## src/rtl/debounce_pkg.sv

```systemverilog
`default_nettype none
// +----------------------------------------------------------------------+
// | Package : debounce_pkg                                               |
// | Default parameters and stable-level type for the debouncer slice.    |
// | Rev 1.0 : initial release                                            |
// +----------------------------------------------------------------------+
package debounce_pkg;

    localparam int DB_N_CH          = 4;
    localparam int DB_CNT_W         = 16;
    localparam int DB_STABLE_CYCLES = 65535;
    localparam int DB_HOLD_CYCLES   = 50000000;

    typedef enum logic {
        DB_LOW  = 1'b0,
        DB_HIGH = 1'b1
    } db_level_e;

endpackage : debounce_pkg
`default_nettype wire

```

## src/rtl/debounce_multi_if.sv

```systemverilog
`default_nettype none
// +----------------------------------------------------------------------+
// | Interface : debounce_multi_if                                        |
// | Raw button inputs and debounced level/pulse outputs, N_CH wide.      |
// | Rev 1.0 : initial release                                            |
// +----------------------------------------------------------------------+
interface debounce_multi_if
    import debounce_pkg::*;
#(
    parameter int N_CH = DB_N_CH
);
    logic [N_CH-1:0] btn;
    logic [N_CH-1:0] db_out;
    logic [N_CH-1:0] rise_pulse;
    logic [N_CH-1:0] fall_pulse;
    logic [N_CH-1:0] hold_pulse;

    modport master (
        output btn,
        input  db_out,
        input  rise_pulse,
        input  fall_pulse,
        input  hold_pulse
    );

    modport slave (
        input  btn,
        output db_out,
        output rise_pulse,
        output fall_pulse,
        output hold_pulse
    );
endinterface : debounce_multi_if
`default_nettype wire

```

## src/rtl/debounce_ch.sv

```systemverilog
`default_nettype none
// +----------------------------------------------------------------------+
// | Module : debounce_ch                                                 |
// | One channel: 2-FF sync, stability filter, edge pulses, optional      |
// | hold pulse (enabled by macro DEBOUNCE_HOLD_EN).                      |
// | Rev 1.0 : initial release                                            |
// +----------------------------------------------------------------------+
module debounce_ch
    import debounce_pkg::*;
#(
    parameter int CNT_W         = DB_CNT_W,
    parameter int STABLE_CYCLES = DB_STABLE_CYCLES
`ifdef DEBOUNCE_HOLD_EN
    ,
    parameter int HOLD_CYCLES   = DB_HOLD_CYCLES
`endif
) (
    input  wire logic clk,
    input  wire logic rst_n,
    input  wire logic i_btn,
    output logic      o_db,
    output logic      o_rise,
    output logic      o_fall,
    output logic      o_hold
);

    localparam logic [CNT_W-1:0] C_CNT_LAST = CNT_W'(STABLE_CYCLES - 1);

    logic             r_sync0;
    logic             r_sync1;
    db_level_e        r_level;
    db_level_e        w_level;
    logic [CNT_W-1:0] r_cnt;
    logic [CNT_W-1:0] w_cnt;
    logic             r_rise;
    logic             r_fall;
    logic             w_rise;
    logic             w_fall;

    always_ff @(posedge clk) begin
        if (!rst_n) begin
            r_sync0 <= 1'b0;
            r_sync1 <= 1'b0;
            r_level <= DB_LOW;
            r_cnt   <= '0;
            r_rise  <= 1'b0;
            r_fall  <= 1'b0;
        end else begin
            r_sync0 <= i_btn;
            r_sync1 <= r_sync0;
            r_level <= w_level;
            r_cnt   <= w_cnt;
            r_rise  <= w_rise;
            r_fall  <= w_fall;
        end
    end

    // Any cycle where the synced input matches the stable level restarts the count.
    always_comb begin
        w_level = r_level;
        w_cnt   = '0;
        w_rise  = 1'b0;
        w_fall  = 1'b0;
        case (r_level)
            DB_LOW: begin
                if (r_sync1) begin
                    if (r_cnt == C_CNT_LAST) begin
                        w_level = DB_HIGH;
                        w_rise  = 1'b1;
                    end else begin
                        w_cnt = r_cnt + CNT_W'(1);
                    end
                end
            end
            DB_HIGH: begin
                if (!r_sync1) begin
                    if (r_cnt == C_CNT_LAST) begin
                        w_level = DB_LOW;
                        w_fall  = 1'b1;
                    end else begin
                        w_cnt = r_cnt + CNT_W'(1);
                    end
                end
            end
            default: w_level = DB_LOW;
        endcase
    end

    assign o_db   = (r_level == DB_HIGH);
    assign o_rise = r_rise;
    assign o_fall = r_fall;

`ifdef DEBOUNCE_HOLD_EN
    localparam int                  C_HOLD_W   = $clog2(HOLD_CYCLES + 1);
    localparam logic [C_HOLD_W-1:0] C_HOLD_MAX = C_HOLD_W'(HOLD_CYCLES);

    logic [C_HOLD_W-1:0] r_hold_cnt;
    logic                r_hold;

    // Counter saturates at HOLD_CYCLES so a long press yields a single pulse.
    always_ff @(posedge clk) begin
        if (!rst_n || r_level == DB_LOW) begin
            r_hold_cnt <= '0;
            r_hold     <= 1'b0;
        end else if (r_hold_cnt != C_HOLD_MAX) begin
            r_hold_cnt <= r_hold_cnt + C_HOLD_W'(1);
            r_hold     <= (r_hold_cnt == C_HOLD_MAX - C_HOLD_W'(1));
        end else begin
            r_hold     <= 1'b0;
        end
    end

    assign o_hold = r_hold;
`else
    assign o_hold = 1'b0;
`endif

endmodule : debounce_ch
`default_nettype wire

```

## src/rtl/debounce_multi.sv

```systemverilog
`default_nettype none
// +----------------------------------------------------------------------+
// | Module : debounce_multi                                              |
// | N_CH independent debounce channels with rise/fall/hold pulses.       |
// | Optional hold-pulse feature: define macro DEBOUNCE_HOLD_EN.          |
// | Rev 1.0 : initial release                                            |
// +----------------------------------------------------------------------+
module debounce_multi
    import debounce_pkg::*;
#(
    parameter int N_CH          = DB_N_CH,
    parameter int CNT_W         = DB_CNT_W,
    parameter int STABLE_CYCLES = DB_STABLE_CYCLES,
    parameter int HOLD_CYCLES   = DB_HOLD_CYCLES
) (
    input  wire logic       clk,
    input  wire logic       rst_n,
    debounce_multi_if.slave bus
);

    if (N_CH < 1) begin : g_chk_nch
        $error("debounce_multi: N_CH must be >= 1");
    end

    if (STABLE_CYCLES < 1 || 64'(STABLE_CYCLES) >= (64'd1 << CNT_W)) begin : g_chk_stable
        $error("debounce_multi: STABLE_CYCLES must be in 1..2**CNT_W-1");
    end

    if (HOLD_CYCLES < 1) begin : g_chk_hold
        $error("debounce_multi: HOLD_CYCLES must be >= 1");
    end

    for (genvar i = 0; i < N_CH; i++) begin : g_ch
        debounce_ch #(
            .CNT_W         (CNT_W),
            .STABLE_CYCLES (STABLE_CYCLES)
`ifdef DEBOUNCE_HOLD_EN
            ,
            .HOLD_CYCLES   (HOLD_CYCLES)
`endif
        ) u_ch (
            .clk    (clk),
            .rst_n  (rst_n),
            .i_btn  (bus.btn[i]),
            .o_db   (bus.db_out[i]),
            .o_rise (bus.rise_pulse[i]),
            .o_fall (bus.fall_pulse[i]),
            .o_hold (bus.hold_pulse[i])
        );
    end

endmodule : debounce_multi
`default_nettype wire
```

## src/flat_wrapper.sv

```systemverilog
// flat-port wrapper written by rule: the top's interface ports become plain ports
module debounce_multi_flat import debounce_pkg::*;
#(
    parameter int N_CH          = DB_N_CH,
    parameter int CNT_W         = DB_CNT_W,
    parameter int STABLE_CYCLES = DB_STABLE_CYCLES,
    parameter int HOLD_CYCLES   = DB_HOLD_CYCLES
)
  (clk, rst_n, bus_btn, bus_db_out, bus_rise_pulse, bus_fall_pulse, bus_hold_pulse);
  debounce_multi_if #(.N_CH(N_CH)) bus_i ();
  input  wire logic clk;
  input  wire logic rst_n;
  input wire logic [$bits(bus_i.btn)-1:0] bus_btn;
  output wire logic [$bits(bus_i.db_out)-1:0] bus_db_out;
  output wire logic [$bits(bus_i.rise_pulse)-1:0] bus_rise_pulse;
  output wire logic [$bits(bus_i.fall_pulse)-1:0] bus_fall_pulse;
  output wire logic [$bits(bus_i.hold_pulse)-1:0] bus_hold_pulse;
  assign bus_i.btn = bus_btn;
  assign bus_db_out = bus_i.db_out;
  assign bus_rise_pulse = bus_i.rise_pulse;
  assign bus_fall_pulse = bus_i.fall_pulse;
  assign bus_hold_pulse = bus_i.hold_pulse;
  debounce_multi #(.N_CH(N_CH), .CNT_W(CNT_W), .STABLE_CYCLES(STABLE_CYCLES), .HOLD_CYCLES(HOLD_CYCLES)) u_core (.clk(clk), .rst_n(rst_n), .bus(bus_i));
endmodule
```

## config.mk

```make
export PLATFORM = sky130hd
export DESIGN_NAME = debounce_multi_flat
export DESIGN_NICKNAME = d
export VERILOG_FILES = /design/src/rtl/debounce_pkg.sv /design/src/rtl/debounce_multi_if.sv /design/src/rtl/debounce_ch.sv /design/src/rtl/debounce_multi.sv /design/src/flat_wrapper.sv
export SDC_FILE = /design/constraint.sdc
export NUM_CORES = 1
export LEC_CHECK = 0
export ABC_AREA = 1
export CAP_MARGIN = 10
export CORE_ASPECT_RATIO = 0.7
export CORE_UTILIZATION = 50
export DETAILED_ROUTE_END_ITERATION = 8
export GPL_ROUTABILITY_DRIVEN = 0
export GPL_TIMING_DRIVEN = 0
export PLACE_DENSITY_LB_ADDON = 0.25
export SLEW_MARGIN = 20
export SYNTH_ARGS = -nofsm -noshare
export SYNTH_HDL_FRONTEND = slang
export SYNTH_SLANG_ARGS = --single-unit
```

## constraint.sdc

```tcl
create_clock -name clk -period 2.68 [get_ports clk]
set_input_delay 0.402 -clock clk [delete_from_list [all_inputs] [get_ports clk]]
set_output_delay 0.402 -clock clk [all_outputs]
set_load 0.02 [all_outputs]
```

==> results of run 1 <==
worst max path at each step:
| stage | end | cells after the start | startpoint | slack (ns) |
|---|---|---|---|---|
| after floorplan | u_core.g_ch[0].u_ch.r_cnt[12]$_SDFF_PN0_ | 10 | u_core.g_ch[0].u_ch.r_cnt[0]$_SDFF_PN0_ | 1.41 |
| after global placement | bus_db_out[2] | 2 | flop | 1.19 |
| after detailed placement | bus_db_out[2] | 2 | flop | 1.19 |
| after CTS | bus_db_out[2] | 2 | flop | 0.82 |
| after global routing | bus_db_out[0] | 2 | flop | 0.80 |
| final | bus_db_out[2] | 2 | flop | 0.84 |
state kept, by name, summed over array words and instances (netlist names), named ones only:
signal / cells
u_core.g_ch.u_ch.r_cnt: 64
u_core.g_ch.u_ch.o_rise: 4
u_core.g_ch.u_ch.r_sync0: 4
u_core.g_ch.u_ch.o_fall: 4
u_core.g_ch.u_ch.r_sync1: 4
stage by stage:
step | power (mW) | instance area [um^2] | hold slack, ns | instances | worst slack [ns]
global route | 2.68 | 4550 | 0.356 | 666 | 0.799
detailed placement | 1.34 | 4250 | 0.404 | 651 | 1.19
floorplan | 1.33 | 3970 | 0.390 | 537 | 1.41
CTS | 2.62 | 4550 | 0.334 | 666 | 0.820
finish | 2.58 | 4550 | 0.346 | 666 | 0.839
global placement | 1.34 | 4250 | 0.394 | 651 | 1.19
cells by family after synthesis:
group	count (synthesis)	share of synthesized area
AO/OA/AOI/OAI	20	0.0316
other	1	0.000948
XOR/XNOR	37	0.0819
AND/OR/NAND/NOR	309	0.338
flip-flops	84	0.425
adder cells (fa/ha/maj)	8	0.0253
buffers and inverters	75	0.0968
layout make-up:
class,instances,area share
multi-input cells,378,0.418
plain buffers,22,0.0404
well taps,98,0.0269
flip-flops and latches,84,0.369
inverters,53,0.0437
clock inverters,6,0.0176
clock buffers,9,0.0495
repair buffers,16,0.0352
cells in the final DEF (no fill, tap or decap), drive strengths merged:
cell / synthesis / layout
xnor2: 15 / 15
o21ai: 7 / 7
nand4: 7 / 7
nand3: 31 / 31
nand2: 122 / 122
o21bai: 4 / 4
a21oi: 6 / 6
xor2: 22 / 22
clkdlybuf4s50: 0 / 16
inv: 53 / 53
nor2: 137 / 137
ha: 8 / 8
nor3: 9 / 9
and2: 1 / 1
clkinv: 0 / 4
conb: 1 / 4
or2: 2 / 2
dfxtp: 84 / 84
a31oi: 3 / 3
buf: 21 / 21
clkbuf: 1 / 10
bufinv: 0 / 2
worst max-delay path: stages, from the launching register on:
cell	delay [ns]
sky130_fd_sc_hd__dfxtp_1	0.39
sky130_fd_sc_hd__buf_4	0.13
sky130_fd_sc_hd__clkdlybuf4s50_1	0.59
report_power, final:
part           total [mW]  internal (mW)  switching (mW)
logic              0.0513         0.0215          0.0298
clock network        1.27          0.803           0.468
registers            1.26           1.26         0.00459
metal layers:
| layer | vias to the layer above | global-route usage | part of all wire |
|---|---|---|---|
| met5 | - | 0 | 0 |
| met1 | 1374 | 0.250 | 0.52 |
| met4 | 0 | 0.0703 | 0.015 |
| li1 | 1679 | - | - |
| met2 | 40 | 0.272 | 0.43 |
| met3 | 11 | 0.0624 | 0.037 |
==> results_tabular.tex, run 1 <==
\begin{tabular}{lr}
\hline
Metric & Value \\
\hline
\multicolumn{2}{l}{\textbf{Min path}} \\
\quad Worst hold-check path type & input pin to flop \\
\quad Hold depth & 3 \\
\quad Launch instance of the worst min-delay path & rst\_n \\
\multicolumn{2}{l}{\textbf{Power}} \\
\quad Worst ir drop on vdd & 0.000658 V \\
\quad Power density cells & between 500 and 600 mW/mm\^{}2 \\
\quad Leakage component of the power & 1.65 nW \\
\multicolumn{2}{l}{\textbf{CTS}} \\
\quad Count of instances resized after the clock tree is built & 0 \\
\quad Clock tree from TritonCTS & done \\
\quad Worst-Skew Late Latency & 0.34 ns \\
\quad Clock Tree Root & sky130\_fd\_sc\_hd\_\_clkbuf\_16 \\
\quad CTS sink count & 84 \\
\quad Longest Clk Path Bufs & 2 \\
\quad CTS clk-pin slew, worst paths & approximately 0.06 ns \\
\quad Maximum level of the CTS H-tree & 3 \\
\quad Post-CTS Hold Fix Bufs & 0 \\
\quad Buffers inserted by post-CTS timing repair & 0 \\
\quad TritonCTS buffer count & 9 \\
\multicolumn{2}{l}{\textbf{Yosys}} \\
\quad Top cell type's share of synthesized area & 0.425 \\
\quad Number of flops mapped to enable cells by yosys & 0 \\
\quad Library cell occupying the most area in the post-synthesis netlist & sky130\_fd\_sc\_hd\_\_dfxtp\_1 \\
\quad Sequential fraction of the synthesis area & 0.425 \\
\quad Most frequently used cell type in the post-synthesis netlist & sky130\_fd\_sc\_hd\_\_nand2\_1 \\
\quad Async SR Flop Fraction & 0 \\
\quad Biggest area contributors in the synthesized netlist & sky130\_fd\_sc\_hd\_\_dfxtp\_1 (43\%), sky130\_fd\_sc\_hd\_\_nand2\_1 (11\%), sky130\_fd\_sc\_hd\_\_nor2\_1 (11\%), sky130\_fd\_sc\_hd\_\_xor2\_1 (4.9\%), sky130\_fd\_sc\_hd\_\_inv\_1 (4.7\%) \\
\quad Post-synth design cell area & between 0.003 and 0.004 mm\^{}2 \\
\quad Cell types with the highest counts after synthesis & sky130\_fd\_sc\_hd\_\_nand2\_1 (119), sky130\_fd\_sc\_hd\_\_nor2\_1 (111), sky130\_fd\_sc\_hd\_\_dfxtp\_1 (84), sky130\_fd\_sc\_hd\_\_inv\_1 (50), sky130\_fd\_sc\_hd\_\_nand3\_1 (30) \\
\quad Number of flip-flops and latches in the synthesized netlist & 84 \\
\quad Predominant post-synthesis flop cell & sky130\_fd\_sc\_hd\_\_dfxtp\_1 \\
\quad Number of distinct library cells after synthesis & 29 \\
\quad Warnings, synthesis & 0 \\
\quad Average instance area after synthesis & between 7 and 8 um\^{}2 \\
\quad Synthesized netlist cell count & 534 \\
\multicolumn{2}{l}{\textbf{STA}} \\
\quad Final worst path period share & 0.687 \\
\quad Setup Skew & just over 0.005 ns \\
\quad Max-slew violation total from the final report & 0 \\
\quad Setup repair after global routing missed its margin & false \\
\quad Number of endpoints with negative hold slack in the final report & 0 \\
\quad Final setup violating endpoints & 0 \\
\quad Fmax & between 0.5 and 0.6 GHz \\
\quad Total negative setup slack & 0 ns \\
\quad Min Clock Period, post-route & between 1.5 and 2 ns \\
\multicolumn{2}{l}{\textbf{Floorplan}} \\
\quad Area enclosed by the die boundary & between 0.008 and 0.009 mm\^{}2 \\
\quad Cell Rows & 26 \\
\quad Core Region & 0.00748 mm\^{}2 \\
\quad Chip Width & about 110 um \\
\quad Die boundary height & 76.4 um \\
\quad Ports placed on the boundary & 22 \\
\quad Starting utilization of the core area & 0.529 \\
\multicolumn{2}{l}{\textbf{Worst setup path}} \\
\quad Data arrival time at the worst-slack endpoint & 1.44 ns \\
\quad Worst setup path class & flop to output port \\
\quad Worst reg-to-reg setup slack & around 1.2 ns \\
\quad RR Startpoint & u\_core.g\_ch[0].u\_ch.r\_cnt[0]\$\_SDFF\_PN0\_ \\
\quad Crit path launch type & flop \\
\quad Critical path peak fanout & 5 \\
\quad Critical path endpoint category & output port \\
\quad Critical R2R Capture & u\_core.g\_ch[0].u\_ch.r\_cnt[12]\$\_SDFF\_PN0\_ \\
\quad Worst EP required & $\sim$2.3 ns \\
\quad Number of cells on the worst reg-to-reg path & 10 \\
\multicolumn{2}{l}{\textbf{Global route}} \\
\quad Pin count of the biggest net entering global routing & 14 \\
\quad Antenna violations before repair & 0 \\
\quad Vias in the first global route & 2749 \\
\quad Total gr overflow & 0 \\
\quad Tot GR Track Use & 0.185 \\
\quad First-pass GRT wire length & 12.1 mm \\
\multicolumn{2}{l}{\textbf{Final layout}} \\
\quad Layout filler cell count & 692 \\
\quad Finished Core Util & 0.609 \\
\quad Share of cells above drive strength 1 & 0.123 \\
\quad Area taken by flip-flops and latches & approximately 0.0017 mm\^{}2 \\
\quad Syn-to-layout area delta & 15.2\% \\
\quad Multi-input combinational cell area & $\sim$0.0019 mm\^{}2 \\
\quad Number of nets in the final layout & just under 600 \\
\quad Total inserted antenna cells & 0 \\
\multicolumn{2}{l}{\textbf{Drt}} \\
\quad DR vias/cell & between 4 and 5 \\
\quad Wirelength, routed & about 7 mm \\
\quad Routed Antenna Nets & 0 \\
\quad Via total after detailed routing & just over 3000 \\
\quad Count of routing violations after the opening detailed-route iteration & between 100 and 150 \\
\quad Length of the first detailed-routing pass in iterations & 4 \\
\quad Number of design rule violations left after detail routing & 0 \\
\quad Per-cell routed wire length & between 10 and 15 um \\
\multicolumn{2}{l}{\textbf{Run}} \\
\quad Number of maximum-capacitance violations & 0 \\
\multicolumn{2}{l}{\textbf{Run status}} \\
\quad Run status & finished, final reports clean \\
\multicolumn{2}{l}{\textbf{Placement}} \\
\quad Detailed Place HPWL & about 5.2 mm \\
\quad Total of buffers placed on input and output ports & 16 \\
\hline
\end{tabular}
Note: power is estimated with default switching activity, not from simulation.
==> run 2, diff against run 1 <==
==> constraint.sdc (replaced) <==
create_clock -name clk -period 1.9 [get_ports clk]
set_input_delay 0.285 -clock clk [delete_from_list [all_inputs] [get_ports clk]]
set_output_delay 0.285 -clock clk [all_outputs]
set_load 0.02 [all_outputs]
==> results of run 2 <==
The final DEF is identical to that of run 1. Status: finished, final reports clean.
Among the figures that moved: setup slack after placement 1.19 ns -> 0.419 ns; setup slack after layout 0.839 ns -> 0.176 ns; hold slack 0.346 ns -> 0.229 ns; register-to-register setup slack 1.20 ns -> 0.42 ns; total power 2.58 mW -> 3.64 mW; worst IR drop on VDD 0.000658 V -> 0.000928 V
==> run 3, diff against run 2 <==
--- a/config.mk
+++ b/config.mk
@@ -13,6 +13,7 @@
 export GPL_ROUTABILITY_DRIVEN = 0
 export GPL_TIMING_DRIVEN = 0
 export PLACE_DENSITY_LB_ADDON = 0.25
+export SKIP_LAST_GASP = 1
 export SLEW_MARGIN = 20
 export SYNTH_ARGS = -nofsm -noshare
 export SYNTH_HDL_FRONTEND = slang
==> results of run 3 <==
The final DEF is identical to that of run 1. Status: finished, final reports clean.
Among the figures that moved: setup slack after placement 1.19 ns -> 0.419 ns; setup slack after layout 0.839 ns -> 0.176 ns; hold slack 0.346 ns -> 0.229 ns; register-to-register setup slack 1.20 ns -> 0.42 ns; total power 2.58 mW -> 3.64 mW; worst IR drop on VDD 0.000658 V -> 0.000928 V
